<file path="config.mk">
export PLATFORM = sky130hd
export DESIGN_NAME = inst_mem_loader
export DESIGN_NICKNAME = d
export VERILOG_FILES = /design/src/rtl/riscv_pkg.sv /design/src/rtl/inst_mem_loader.sv
export SDC_FILE = /design/constraint.sdc
export NUM_CORES = 1
export LEC_CHECK = 0
export BUFFER_PORTS_ARGS = -buffer_cell sky130_fd_sc_hd__buf_2
export CAP_MARGIN = 0
export CORE_MARGIN = 2
export CORE_UTILIZATION = 55
export DETAILED_ROUTE_END_ITERATION = 10
export GPL_TIMING_DRIVEN = 0
export PLACE_DENSITY = 0.84
export SLEW_MARGIN = 20
export SYNTH_ARGS = -nofsm -noshare
export SYNTH_HDL_FRONTEND = slang
export SYNTH_SLANG_ARGS = --single-unit
</file>
<file path="constraint.sdc">
create_clock -name i_clk -period 6.9 [get_ports i_clk]
set_input_delay 0.345 -clock i_clk [delete_from_list [all_inputs] [get_ports i_clk]]
set_output_delay 0.345 -clock i_clk [all_outputs]
set_load 0.01 [all_outputs]
</file>
<file path="src/rtl/riscv_pkg.sv">
// rtl/riscv_pkg.sv - shared loader state encoding and instruction word width
package riscv_pkg;

    localparam int DATA_W_DEF = 32;

    typedef enum logic [1:0] {
        IDLE  = 2'd0,
        WRITE = 2'd1,
        DONE  = 2'd2
    } loader_state_e;

endpackage

</file>
<file path="src/rtl/inst_mem_loader.sv">
// rtl/inst_mem_loader.sv - serialises multi-word load beats into instruction-memory writes
// Optional running checksum of written words is built when INST_LOADER_CHECKSUM_EN is defined.
module inst_mem_loader
    import riscv_pkg::*;
#(
    parameter int DATA_W = DATA_W_DEF,
    parameter int ADDR_W = 9,
    parameter int LANES  = 2,
    parameter int DEPTH  = 128,
    localparam int MEM_AW = $clog2(DEPTH),
    localparam int CNT_W  = MEM_AW + 1
) (
    input  logic                    i_clk,
    input  logic                    i_reset,
    input  logic                    i_load_valid,
    output logic                    o_load_ready,
    input  logic [ADDR_W-1:0]       i_load_addr,
    input  logic [LANES*DATA_W-1:0] i_load_data,
    input  logic                    i_load_last,
    output logic                    o_mem_we,
    output logic [MEM_AW-1:0]       o_mem_waddr,
    output logic [DATA_W-1:0]       o_mem_wdata,
    output logic                    o_core_reset,
    output logic                    o_load_err,
    output logic [CNT_W-1:0]        o_words_written,
    output logic [DATA_W-1:0]       o_checksum
);

    localparam int LW = (LANES > 1) ? $clog2(LANES) : 1;

    loader_state_e           r_state;
    loader_state_e           w_state_nxt;
    logic [LW-1:0]           r_lane;
    logic [LW-1:0]           w_lane_nxt;
    logic [LANES*DATA_W-1:0] r_data;
    logic [ADDR_W-3:0]       r_base;
    logic                    r_last;

    logic                    w_accept;
    logic                    w_aligned;
    logic                    w_start;
    logic                    w_lane_end;
    logic [DATA_W-1:0]       w_lane_word;
    logic [MEM_AW-1:0]       w_waddr;

    logic                    r_mem_we;
    logic [MEM_AW-1:0]       r_mem_waddr;
    logic [DATA_W-1:0]       r_mem_wdata;
    logic                    r_core_reset;
    logic                    r_load_err;
    logic [CNT_W-1:0]        r_words;

    assign o_load_ready = (r_state != WRITE);
    assign w_accept     = i_load_valid && o_load_ready;
    assign w_aligned    = (i_load_addr[1:0] == 2'b00);
    assign w_start      = w_accept && w_aligned;
    assign w_lane_end   = (r_lane == LW'(LANES - 1));
    assign w_lane_word  = r_data[r_lane*DATA_W +: DATA_W];
    // Truncating both operands first gives the modulo-DEPTH wrap for free.
    assign w_waddr      = MEM_AW'(r_base) + MEM_AW'(r_lane);

    always_ff @(posedge i_clk or posedge i_reset) begin
        if (i_reset) begin
            r_state <= IDLE;
            r_lane  <= '0;
        end else begin
            r_state <= w_state_nxt;
            r_lane  <= w_lane_nxt;
        end
    end

    always_comb begin
        w_state_nxt = r_state;
        w_lane_nxt  = r_lane;
        case (r_state)
            IDLE, DONE: begin
                if (w_start) begin
                    w_state_nxt = WRITE;
                    w_lane_nxt  = '0;
                end
            end
            WRITE: begin
                if (w_lane_end) begin
                    w_state_nxt = r_last ? DONE : IDLE;
                end else begin
                    w_lane_nxt = r_lane + 1'b1;
                end
            end
            default: begin
                w_state_nxt = IDLE;
                w_lane_nxt  = '0;
            end
        endcase
    end

    always_ff @(posedge i_clk or posedge i_reset) begin
        if (i_reset) begin
            r_data <= '0;
            r_base <= '0;
            r_last <= 1'b0;
        end else if (w_start) begin
            r_data <= i_load_data;
            r_base <= i_load_addr[ADDR_W-1:2];
            r_last <= i_load_last;
        end
    end

    always_ff @(posedge i_clk or posedge i_reset) begin
        if (i_reset) begin
            r_mem_we     <= 1'b0;
            r_mem_waddr  <= '0;
            r_mem_wdata  <= '0;
            r_core_reset <= 1'b1;
            r_load_err   <= 1'b0;
            r_words      <= '0;
        end else begin
            r_mem_we <= (r_state == WRITE);
            if (r_state == WRITE) begin
                r_mem_waddr <= w_waddr;
                r_mem_wdata <= w_lane_word;
                if (r_words != '1) begin
                    r_words <= r_words + 1'b1;
                end
            end
            if (w_accept && !w_aligned) begin
                r_load_err <= 1'b1;
            end
            // Released one edge after DONE is reached; a reload beat re-arms it at acceptance.
            r_core_reset <= !((r_state == DONE) && !w_start);
        end
    end

`ifdef INST_LOADER_CHECKSUM_EN
    logic [DATA_W-1:0] r_checksum;

    always_ff @(posedge i_clk or posedge i_reset) begin
        if (i_reset) begin
            r_checksum <= '0;
        end else if (r_state == WRITE) begin
            r_checksum <= r_checksum + w_lane_word;
        end
    end

    assign o_checksum = r_checksum;
`else
    assign o_checksum = '0;
`endif

    assign o_mem_we        = r_mem_we;
    assign o_mem_waddr     = r_mem_waddr;
    assign o_mem_wdata     = r_mem_wdata;
    assign o_core_reset    = r_core_reset;
    assign o_load_err      = r_load_err;
    assign o_words_written = r_words;

endmodule

</file>
==> impl_metrics.env <==
export IMPL_p_int_mw=2.040
export IMPL_wl_um=11500
export IMPL_seqPwrFrac=0.412
export IMPL_total_power_mw=2.996
export IMPL_multi_input_area_um2=1957
export IMPL_rsz0062_at_grt="false"
export IMPL_p_comb_frac=0.306
export IMPL_stdcell_area_um2=6897
export IMPL_ys_flop_type="dfrtp_1"
export IMPL_cts_htree_levels=4
export IMPL_initial_core_util=0.5569
export IMPL_hold_path_class="in -> reg"
export IMPL_status="finished clean"
export IMPL_ys_seq_area_frac=0.5830
export IMPL_cts_resized=0
export IMPL_p_leak_nw=3.449
export IMPL_slew_viol_final=0
export IMPL_hpwl_um=8168
export IMPL_synth_largest_area_cell="dfrtp_1"
export IMPL_grt_max_degree=73
export IMPL_post_cts_setup_buffers=0
export IMPL_port_buffers=127
export IMPL_cp_max_fo=10
export IMPL_peakVddDrop_uv=221.9
export IMPL_skew_ps=6.447
export IMPL_rows=36
export IMPL_tns_ps=0
export IMPL_die_w_um=102.8
export IMPL_yosys_register_bits=125
export IMPL_netlist_instances=417
export IMPL_final_hold_viol_count=0
export IMPL_vias=3692
export IMPL_fin_crit_ps=2159
export IMPL_switching_power_uw=956.2
export IMPL_cts_root_buf="clkbuf_8"
export IMPL_clockBufferDepth=2
export IMPL_switching_share=0.3192
export IMPL_grt_overflow_total=0
export IMPL_critPathRequiredTime_ps=6550
export IMPL_drive_above_1_share=0.4580
export IMPL_crit_path_start_kind="register"
export IMPL_gp_congestion=0.8158
export IMPL_cts_tree="yes"
export IMPL_crit_path_end_kind="output port"
export IMPL_worstSkewPairLatency_ps=520
export IMPL_async_flop_share=1.000
export IMPL_clk_pin_slew_ps=50
export IMPL_ant_nets=0
export IMPL_worst_setup_path_type="reg -> out"
export IMPL_dieHeight_um=102.8
export IMPL_wire_per_inst_um=15.52
export IMPL_grt_pass1_wl_um=17630
export IMPL_drv_cap=0
export IMPL_fin_crit_sh=0.3129
export IMPL_place_area_um2=6319
export IMPL_drtIter0Drc=115
export IMPL_setup_violations=0
export IMPL_grt_use_total=0.2264
export IMPL_ys_top_cells_by_count="dfrtp_1 (124), mux2_2 (71), nand2_1 (49), o21ai_0 (39), buf_4 (33)"
export IMPL_nFillCells=735
export IMPL_fmaxAchievable_mhz=463.1
export IMPL_syn_area_um2=5368
export IMPL_register_area_um2=3129
export IMPL_synth_most_common_cell="dfrtp_1"
export IMPL_ctsHoldBuffers=1
export IMPL_p_per_area_nw_per_um2=434.4
export IMPL_die_area_um2=10570
export IMPL_pwr_share_clk=0.282
export IMPL_cts_sinks=125
export IMPL_dr_pass1_iters=5
export IMPL_synth_avg_cell_area_um2=12.87
export IMPL_cp_data_arrival_time_ps=1810
export IMPL_yosys_warnings=0
export IMPL_numCtsBuffers=17
export IMPL_grt_pass1_vias=3712
export IMPL_synthDominantCellAreaShare=0.5781
export IMPL_area_delta_synth_final_pct=28.48
export IMPL_synth_distinct_cells=34
export IMPL_drcViolationCount=0
export IMPL_synth_area_leaders="dfrtp_1 (58%), mux2_2 (15%), mux2i_1 (6.0%)"
export IMPL_nNetsFinal=676
export IMPL_antenna_found_initial=0
export IMPL_vias_per_cell=4.982
export IMPL_coreArea_um2=9639
export IMPL_ioPinCount=160
export IMPL_synth_edf_count=0
[kinds of logic after synthesis]
group,after synthesis,synth area share
simple gates,69,0.05618
compound gates,50,0.05175
mux,108,0.2191
xor+xnor,5,0.008160
other cells,1,0.0006986
buf+inv,56,0.07413
flops,125,0.5830
fa+ha+maj,3,0.006994
[critical path, cell delays in order, from the launching register on]
cell,delay (ps)
dfrtp_1,370
nand2b_1,130
buf_6,150
buf_2,240
buf_2,260
buf_2,160
[path summary, 6_finish.rpt]
kind	slack, ps	startpoint	end	cells after the start
setup / recovery	4740	r_state[1]	o_load_ready	5
hold / removal	40	i_load_addr[7]	r_base[5]	2
setup reg to reg	5220	o_words_written[0]	o_words_written[1]	4
hold reg to reg	440	r_state[1]	o_core_reset	1
max in group asynchronous	5750	i_reset	o_mem_wdata[30]	4
min in group asynchronous	440	i_reset	r_data[42]	3
[layout make-up]
type,count,area share
buffer,53,0.05606
timing repair buffer,129,0.09761
clock inverter,6,0.01234
tap,133,0.02413
antenna,1,0.0003628
inverter,3,0.002358
multi-input combinational,267,0.2837
clock buffer,24,0.06967
sequential,125,0.4537
[cell usage in the layout (no fill, tap or decap), types with 2 or more instances in the layout]
cell	netlist	layout
a21oi_1	2	2
a31oi_1	2	2
and2_1	2	2
buf_2	9	136
buf_4	33	33
buf_6	7	7
bufinv_16	0	2
clkbuf_1	4	7
clkbuf_16	0	16
clkbuf_8	0	5
clkinv_2	0	2
clkinvlp_4	0	2
conb_1	1	32
dfrtp_1	124	124
ha_1	3	3
inv_1	3	2
mux2_1	5	5
mux2_2	71	71
mux2i_1	32	32
nand2_1	49	49
nand2b_1	2	2
nand3_1	4	4
nor2_1	5	5
o2111ai_1	2	2
o21ai_0	39	39
or3_1	2	2
xnor2_1	3	3
xor2_1	2	2
[flip-flops by register name, indices dropped and copies added (netlist names)]
register,count
o_core_reset,1
o_load_err,1
o_mem_waddr,7
o_mem_wdata,32
o_mem_we,1
o_words_written,8
r_base,7
r_data,64
r_lane,1
r_last,1
r_state,2
[power by group through the flow]
stage | sequential (mW) | clock, mW | combinational [mW]
2_1_floorplan | 1.26 | 0 | 0.570
3_3_place_gp | 1.22 | 0 | 0.878
3_5_place_dp | 1.24 | 0 | 0.923
4_1_cts | 1.23 | 0.858 | 0.930
5_1_grt | 1.27 | 0.894 | 1.02
6_report | 1.23 | 0.846 | 0.916
[metrics by stage]
| step | hold slack [ps] | utilization | instances | worst slack, ps |
|---|---|---|---|---|
| 2_1_floorplan | 385.3 | - | 448 | 3229 |
| 3_3_place_gp | 399.3 | 0.6521 | 708 | 2051 |
| 6_report | 38.57 | 0.7155 | 741 | 4741 |
| 4_1_cts | 19.71 | 0.7152 | 740 | 4694 |
| 5_1_grt | 36.17 | 0.7152 | 740 | 4587 |
| 3_5_place_dp | 429.1 | 0.6555 | 709 | 5217 |
[layer usage]
metal | routed length, um | up-vias | global-route usage | part of all wire
li1 | - | 1742 | - | -
met1 | 4611 | 1803 | 0.2716 | 0.40
met2 | 5924 | 132 | 0.3720 | 0.52
met3 | 809 | 15 | 0.08068 | 0.070
met4 | 152 | 0 | 0.09818 | 0.013
met5 | 0 | - | 0 | 0
Note: power is estimated with default switching activity, not from simulation.
